==> src/rtl/servo_uart_if.sv <==
// Byte-level handshake between the servo command sequencer and a UART
// transmitter: the sequencer offers a byte with a one-cycle uart_en pulse and
// the transmitter answers with a one-cycle trans_done pulse once it is sent.
interface servo_uart_if;
  logic       uart_en;
  logic [7:0] uart_din;
  logic       trans_done;

  // Sequencer side: drives the byte, listens for completion.
  modport master (
    output uart_en,
    output uart_din,
    input  trans_done
  );

  // UART transmitter side.
  modport slave (
    input  uart_en,
    input  uart_din,
    output trans_done
  );
endinterface

==> src/rtl/servo_cmd_sequencer.sv <==
// Servo command sequencer: turns up to three configured servo slots into
// ASCII frames "#CCCPppppTtttt!" and feeds them byte by byte to a UART
// transmitter, with an optional idle gap after each frame and optional
// looping over the whole slot list.
module servo_cmd_sequencer #(
  parameter int unsigned GAP_CYCLES = 50_000_000
) (
  input  logic        sys_clk,
  input  logic        sys_rst_n,
  input  logic        start,
  input  logic        stop,
  input  logic        loop_en,
  input  logic [1:0]  cmd_count,
  input  logic [35:0] cfg_ch,
  input  logic [47:0] cfg_pw,
  input  logic [47:0] cfg_tm,
  servo_uart_if.master uart,
  output logic        busy,
  output logic        done,
  output logic [3:0]  led
);

  localparam logic [2:0] IDLE    = 3'd0;
  localparam logic [2:0] SEND    = 3'd1;
  localparam logic [2:0] WAIT_TX = 3'd2;
  localparam logic [2:0] GAP     = 3'd3;
  localparam logic [2:0] FINISH  = 3'd4;

  localparam logic [3:0] LAST_BYTE = 4'd14;

  // Final value of the gap counter; a zero-length gap still spends one cycle
  // in GAP so the exit decision has a state to live in.
  localparam logic [31:0] GAP_LAST = (GAP_CYCLES == 0) ? 32'd0 : 32'(GAP_CYCLES - 1);

  localparam logic [7:0] ASCII_HASH = 8'h23;
  localparam logic [7:0] ASCII_P    = 8'h50;
  localparam logic [7:0] ASCII_T    = 8'h54;
  localparam logic [7:0] ASCII_BANG = 8'h21;

  logic [2:0]  state_q,    state_d;
  logic [35:0] ch_q,       ch_d;
  logic [47:0] pw_q,       pw_d;
  logic [47:0] tm_q,       tm_d;
  logic [1:0]  last_idx_q, last_idx_d;
  logic [1:0]  cmd_idx_q,  cmd_idx_d;
  logic [3:0]  byte_idx_q, byte_idx_d;
  logic        stop_q,     stop_d;
  logic [31:0] gap_cnt_q,  gap_cnt_d;
  logic        uart_en_q,  uart_en_d;
  logic [7:0]  uart_din_q, uart_din_d;
  logic        busy_q,     busy_d;
  logic        done_q,     done_d;
  logic [3:0]  led_q,      led_d;

  logic [11:0] slot_ch;
  logic [15:0] slot_pw;
  logic [15:0] slot_tm;
  logic [7:0]  tx_byte;
  logic        stop_hit;

  // Out-of-range BCD digits are clamped to '9' rather than sent as garbage.
  function automatic logic [7:0] bcd_ascii(input logic [3:0] digit);
    return (digit > 4'd9) ? 8'h39 : {4'h3, digit};
  endfunction

  // Pick the active slot's fields and the ASCII byte at the current position.
  always_comb begin
    // NOTE: every signal assigned here gets a default first, so no path
    // through the case statements can leave it unassigned and infer a latch.
    slot_ch = ch_q[11:0];
    slot_pw = pw_q[15:0];
    slot_tm = tm_q[15:0];
    tx_byte = ASCII_BANG;
    case (cmd_idx_q)
      2'd1: begin
        slot_ch = ch_q[23:12];
        slot_pw = pw_q[31:16];
        slot_tm = tm_q[31:16];
      end
      2'd2: begin
        slot_ch = ch_q[35:24];
        slot_pw = pw_q[47:32];
        slot_tm = tm_q[47:32];
      end
      default: ;
    endcase
    case (byte_idx_q)
      4'd0:    tx_byte = ASCII_HASH;
      4'd1:    tx_byte = bcd_ascii(slot_ch[11:8]);
      4'd2:    tx_byte = bcd_ascii(slot_ch[7:4]);
      4'd3:    tx_byte = bcd_ascii(slot_ch[3:0]);
      4'd4:    tx_byte = ASCII_P;
      4'd5:    tx_byte = bcd_ascii(slot_pw[15:12]);
      4'd6:    tx_byte = bcd_ascii(slot_pw[11:8]);
      4'd7:    tx_byte = bcd_ascii(slot_pw[7:4]);
      4'd8:    tx_byte = bcd_ascii(slot_pw[3:0]);
      4'd9:    tx_byte = ASCII_T;
      4'd10:   tx_byte = bcd_ascii(slot_tm[15:12]);
      4'd11:   tx_byte = bcd_ascii(slot_tm[11:8]);
      4'd12:   tx_byte = bcd_ascii(slot_tm[7:4]);
      4'd13:   tx_byte = bcd_ascii(slot_tm[3:0]);
      default: tx_byte = ASCII_BANG;
    endcase
  end

  // A stop request counts whether it arrived earlier or is arriving now.
  assign stop_hit = stop_q | stop;

  // Sequencer next-state logic and registered-output computation.
  always_comb begin
    state_d    = state_q;
    ch_d       = ch_q;
    pw_d       = pw_q;
    tm_d       = tm_q;
    last_idx_d = last_idx_q;
    cmd_idx_d  = cmd_idx_q;
    byte_idx_d = byte_idx_q;
    gap_cnt_d  = gap_cnt_q;
    uart_en_d  = 1'b0;
    uart_din_d = uart_din_q;

    case (state_q)
      IDLE: begin
        if (start && !stop) begin
          ch_d       = cfg_ch;
          pw_d       = cfg_pw;
          tm_d       = cfg_tm;
          last_idx_d = (cmd_count == 2'd0) ? 2'd0 : cmd_count - 2'd1;
          cmd_idx_d  = 2'd0;
          byte_idx_d = 4'd0;
          state_d    = SEND;
        end
      end

      SEND: begin
        uart_en_d  = 1'b1;
        uart_din_d = tx_byte;
        state_d    = WAIT_TX;
      end

      WAIT_TX: begin
        if (uart.trans_done) begin
          if (stop_hit) begin
            state_d = IDLE;
          end else if (byte_idx_q == LAST_BYTE) begin
            gap_cnt_d = 32'd0;
            state_d   = GAP;
          end else begin
            byte_idx_d = byte_idx_q + 4'd1;
            state_d    = SEND;
          end
        end
      end

      GAP: begin
        if (stop_hit) begin
          state_d = IDLE;
        end else if (gap_cnt_q >= GAP_LAST) begin
          if (cmd_idx_q < last_idx_q) begin
            cmd_idx_d  = cmd_idx_q + 2'd1;
            byte_idx_d = 4'd0;
            state_d    = SEND;
          end else begin
            state_d = FINISH;
          end
        end else if (gap_cnt_q != '1) begin
          gap_cnt_d = gap_cnt_q + 32'd1;
        end
      end

      FINISH: begin
        if (stop_hit) begin
          state_d = IDLE;
        end else if (loop_en) begin
          ch_d       = cfg_ch;
          pw_d       = cfg_pw;
          tm_d       = cfg_tm;
          last_idx_d = (cmd_count == 2'd0) ? 2'd0 : cmd_count - 2'd1;
          cmd_idx_d  = 2'd0;
          byte_idx_d = 4'd0;
          state_d    = SEND;
        end else begin
          state_d = IDLE;
        end
      end

      default: state_d = IDLE;
    endcase

    stop_d = (state_d == IDLE) ? 1'b0 : stop_hit;
    busy_d = (state_d != IDLE);
    done_d = (state_d == FINISH);
    led_d  = {busy_d, busy_d & loop_en, cmd_idx_d};
  end

  // State and output registers with synchronous active-low reset.
  always_ff @(posedge sys_clk) begin
    // NOTE: non-blocking assignments keep every register updating from the
    // same pre-edge values, independent of statement order.
    if (!sys_rst_n) begin
      state_q    <= IDLE;
      ch_q       <= '0;
      pw_q       <= '0;
      tm_q       <= '0;
      last_idx_q <= '0;
      cmd_idx_q  <= '0;
      byte_idx_q <= '0;
      stop_q     <= 1'b0;
      gap_cnt_q  <= '0;
      uart_en_q  <= 1'b0;
      uart_din_q <= 8'h00;
      busy_q     <= 1'b0;
      done_q     <= 1'b0;
      led_q      <= '0;
    end else begin
      state_q    <= state_d;
      ch_q       <= ch_d;
      pw_q       <= pw_d;
      tm_q       <= tm_d;
      last_idx_q <= last_idx_d;
      cmd_idx_q  <= cmd_idx_d;
      byte_idx_q <= byte_idx_d;
      stop_q     <= stop_d;
      gap_cnt_q  <= gap_cnt_d;
      uart_en_q  <= uart_en_d;
      uart_din_q <= uart_din_d;
      busy_q     <= busy_d;
      done_q     <= done_d;
      led_q      <= led_d;
    end
  end

  assign uart.uart_en  = uart_en_q;
  assign uart.uart_din = uart_din_q;
  assign busy          = busy_q;
  assign done          = done_q;
  assign led           = led_q;

endmodule

==> src/flat_wrapper.sv <==
// flat-port wrapper written by rule: the top's interface ports become plain ports
module servo_cmd_sequencer_flat 
#(
  parameter int unsigned GAP_CYCLES = 50_000_000
)
  (sys_clk, sys_rst_n, start, stop, loop_en, cmd_count, cfg_ch, cfg_pw, cfg_tm, busy, done, led, uart_uart_en, uart_uart_din, uart_trans_done);
  servo_uart_if uart_i ();
  input  logic sys_clk;
  input  logic sys_rst_n;
  input  logic start;
  input  logic stop;
  input  logic loop_en;
  input  logic [1:0] cmd_count;
  input  logic [35:0] cfg_ch;
  input  logic [47:0] cfg_pw;
  input  logic [47:0] cfg_tm;
  output logic busy;
  output logic done;
  output logic [3:0] led;
  output wire logic [$bits(uart_i.uart_en)-1:0] uart_uart_en;
  output wire logic [$bits(uart_i.uart_din)-1:0] uart_uart_din;
  input wire logic [$bits(uart_i.trans_done)-1:0] uart_trans_done;
  assign uart_uart_en = uart_i.uart_en;
  assign uart_uart_din = uart_i.uart_din;
  assign uart_i.trans_done = uart_trans_done;
  servo_cmd_sequencer #(.GAP_CYCLES(GAP_CYCLES)) u_core (.sys_clk(sys_clk), .sys_rst_n(sys_rst_n), .start(start), .stop(stop), .loop_en(loop_en), .cmd_count(cmd_count), .cfg_ch(cfg_ch), .cfg_pw(cfg_pw), .cfg_tm(cfg_tm), .uart(uart_i), .busy(busy), .done(done), .led(led));
endmodule
==> config.mk <==
export PLATFORM = sky130hd
export DESIGN_NAME = servo_cmd_sequencer_flat
export DESIGN_NICKNAME = d
export VERILOG_FILES = /design/src/rtl/servo_uart_if.sv /design/src/rtl/servo_cmd_sequencer.sv /design/src/flat_wrapper.sv
export SDC_FILE = /design/constraint.sdc
export NUM_CORES = 1
export LEC_CHECK = 0
export BUFFER_PORTS_ARGS = -buffer_cell sky130_fd_sc_hd__buf_2
export CORE_MARGIN = 1
export CORE_UTILIZATION = 50
export CTS_CLUSTER_DIAMETER = 100
export DETAILED_ROUTE_END_ITERATION = 10
export GPL_TIMING_DRIVEN = 0
export PLACE_DENSITY_LB_ADDON = 0.25
export SETUP_SLACK_MARGIN = 0.15
export SLEW_MARGIN = 5
export SYNTH_ARGS = -nofsm -noshare
export SYNTH_HDL_FRONTEND = slang
export SYNTH_SLANG_ARGS = --single-unit
==> constraint.sdc <==
create_clock -name sys_clk -period 7.9 [get_ports sys_clk]
set_clock_uncertainty 0.1 [all_clocks]
set_input_delay 0.395 -clock sys_clk [delete_from_list [all_inputs] [get_ports sys_clk]]
set_output_delay 0.395 -clock sys_clk [all_outputs]
set_load 0.05 [all_outputs]
==> reports/metrics.csv <==
metric;value;unit
run status;complete, no violations;
number of setup violations in the final report;0;
Worst Hold Class;primary input to register;
IO Port Bufs;153;
DR top layer;met4;
Floorplan Core Area;16760;um2
postcts setup bufs;0;
FFs w/ async S/R, synth;0;%
vias in the first global route;8284;
Clock Sinks;187;
critical path type;register to register;
Yosys cell types;69;
# resized after CTS;0;
Req. time, crit path;8110;ps
Worst-path clk slew;70;ps
WL per Instance;17.51;um
hold buffers post-CTS;0;
final max-slew violation count;0;
Syn Nets;1291;
Max Fclk;0.2636;GHz
ant diodes;0;
ys flop type;dfxtp_1;
Post-Route Setup TNS;0;ps
leakage;3.698;nW
Final Cycle Share;48.02;%
placed inst area;9684;um2
Power Dens Cells;201.3;nW/um2
Area Growth Syn to Fin;19.06;%
fin area;10290;um2
starting density of the core;51.57;%
share of layout cells above drive strength 1;15.96;%
total grt overflow;0;
Die Area;17820;um2
Peak VDD IR;0.1521;mV
pre-CTS setup slack;4228;ps
MaxCap Viol Count;0;
synthesized area;8643;um2
Pre-antenna DRT Iters;6;
synth warn;0;
RSZ-0062 raised after global routing;no;
GR Util All Layers;30.96;%
worst skew pair latency;440;ps
number of synthesized flops with an enable pin;0;
crit path DAT;4010;ps
post-DP HPWL;19.98;mm
routability cong.;0.9765;
post-synthesis sequential element count;187;
Iteration-0 DRC Markers;640;
R2R Path End;u_core.uart.uart_din[0];
Crit Path Max Fanout;10;
register area share after synthesis;43.31;%
# H-tree levels;4;
WL met1;12.01;mm
Final Non-Filler Cells;1548;
Met3 Wirelength;2.072;mm
post-layout min period;3794;ps
crit end category;register;
vias per inst;5.709;
FF-to-FF path depth;11;
nets@finish;1463;
gate count of the mapped netlist;1143;
CP Launch Type;register;
Synth Area per Inst;7.562;um2
Worst Max-Slew Pin Slew;1330;ps
critical path endpoint;u_core.uart.uart_din[0];
hold_ws;84.13;ps
num ports;155;
antenna violations before repair;0;
Detail Route Antenna Nets;0;
# DRC;0;
TritonCTS buffer count;17;
CTS tree;done;
Clock Root Buffer;clkbuf_16;
Rel. slew slack;10.62;%
WL final;27.10;mm
Clock Path Buffers;2;
worst reg2reg setup slack;4110;ps
largest net degree at the start of global routing;18;
Core Rows;47;
met2 WL;12.14;mm
die height;133.5;um
placed cell count;1516;
Horiz. Die Dim;133.5;um
Vias;8838;
Final Hold Vio Count;0;
global-route wire length before repair;42.76;mm
worst setup slack after layout;4106;ps
-- registers in the layout, indices dropped and copies added, names as in the netlist, named ones only --
signal,cells
u_core.done,1
u_core.gap_cnt_q,32
u_core.uart.uart_en,1
u_core.ch_q,36
u_core.led,2
u_core.uart.uart_din,7
u_core.stop_q,1
u_core.pw_q,48
u_core.byte_idx_q,4
u_core.tm_q,48
u_core.last_idx_q,2
u_core.state_q,3
-- synthesized netlist by cell type, types with 6 or more instances --
cell type	n	area, um2
a21oi_1	152	760.7
nand3_1	27	135.1
nor3_1	14	70.07
a31oi_1	9	56.30
a22oi_1	25	187.7
buf_1	7	26.28
a21o_1	6	45.04
nand2_1	333	1250
nand2b_1	6	37.54
inv_1	14	52.55
o32ai_1	8	70.07
o21ai_0	45	225.2
dfxtp_1	187	3744
xnor2_1	19	166.4
nor4_2	7	87.58
nor4_1	11	68.82
nand4_1	10	62.56
clkbuf_1	74	277.8
ha_1	8	100.1
a221o_1	16	160.2
a211oi_1	6	45.04
a221oi_1	6	52.55
nor2_1	64	240.2
and2_1	11	68.82
-- worst max-delay path, stage by stage (launching register included) --
cell,delay (ps)
dfxtp_1,400
inv_1,100
ha_1,280
clkbuf_1,440
clkbuf_1,490
clkbuf_1,480
clkbuf_1,550
o211ai_1,210
o211ai_1,150
nand4_1,100
nor4_1,250
a21oi_1,110
-- how the worst min path moves through the flow --
stage	start	to	slack, ps	depth (start not counted)
finish	cfg_pw[35]	u_core.pw_q[35]	80	3
global route	cfg_ch[35]	u_core.ch_q[35]	90	3
CTS	cfg_ch[35]	u_core.ch_q[35]	80	3
detailed placement	u_core.pw_q[14]	u_core.pw_q[14]	350	2
global placement	u_core.last_idx_q[1]	u_core.last_idx_q[1]	340	2
floorplan	u_core.ch_q[5]	u_core.ch_q[5]	330	2
-- stage by stage --
stage | total power [mW] | util [%]
floorplan | 1.124 | -
global placement | 1.199 | 57.78
detailed placement | 1.202 | 57.78
CTS | 2.078 | 61.40
global route | 2.142 | 61.40
finish | 2.072 | 61.40
-- where the power goes --
group	leakage (nW)	switching (mW)	internal (mW)
registers	1.52	0.0232	0.979
logic	1.88	0.116	0.0660
clock network	0.292	0.394	0.494
total	3.70	0.533	1.54
-- layout make-up --
class                   instances  area, um2
flip-flops and latches        187       3744
inverters                      15      56.30
repair buffers                153      765.7
multi-input cells             854       4498
well taps                     220      275.3
clock buffers                  20      456.7
fillers                      1594       6469
clock inverters                12      150.1
plain buffers                  87      345.3
-- layout by cell type, fill, tap and decap left out, types with 7 or more instances in the layout --
cell / count
o21ai_0: 45
nand4_1: 10
buf_1: 7
nand2_1: 333
and2_1: 11
inv_1: 14
nor3_1: 14
a22oi_1: 25
clkbuf_16: 17
a31oi_1: 9
nand3_1: 27
nor2_1: 64
ha_1: 8
o32ai_1: 8
clkbuf_1: 75
nor4_2: 7
a21oi_1: 152
dfxtp_1: 187
nor4_1: 11
buf_2: 155
xnor2_1: 19
a221o_1: 16
-- metal layers --
| layer | vias up | GRT usage [%] |
|---|---|---|
| met5 | - | 0 |
| met2 | 416 | 49.65 |
| met1 | 4034 | 41.21 |
| li1 | 4319 | - |
| met3 | 69 | 5.289 |
| met4 | 0 | 12.75 |
-- cells by family after synthesis --
group,count (synthesis),synth area share (%)
AND/OR/NAND/NOR,514,26.38
AO/OA/AOI/OAI,309,22.19
flip-flops,187,43.31
buffers and inverters,102,4.647
XOR/XNOR,19,1.925
adder cells (fa/ha/maj),8,1.158
multiplexers,3,0.3474
other,1,0.04339
Note: power is estimated with default switching activity, not from simulation.
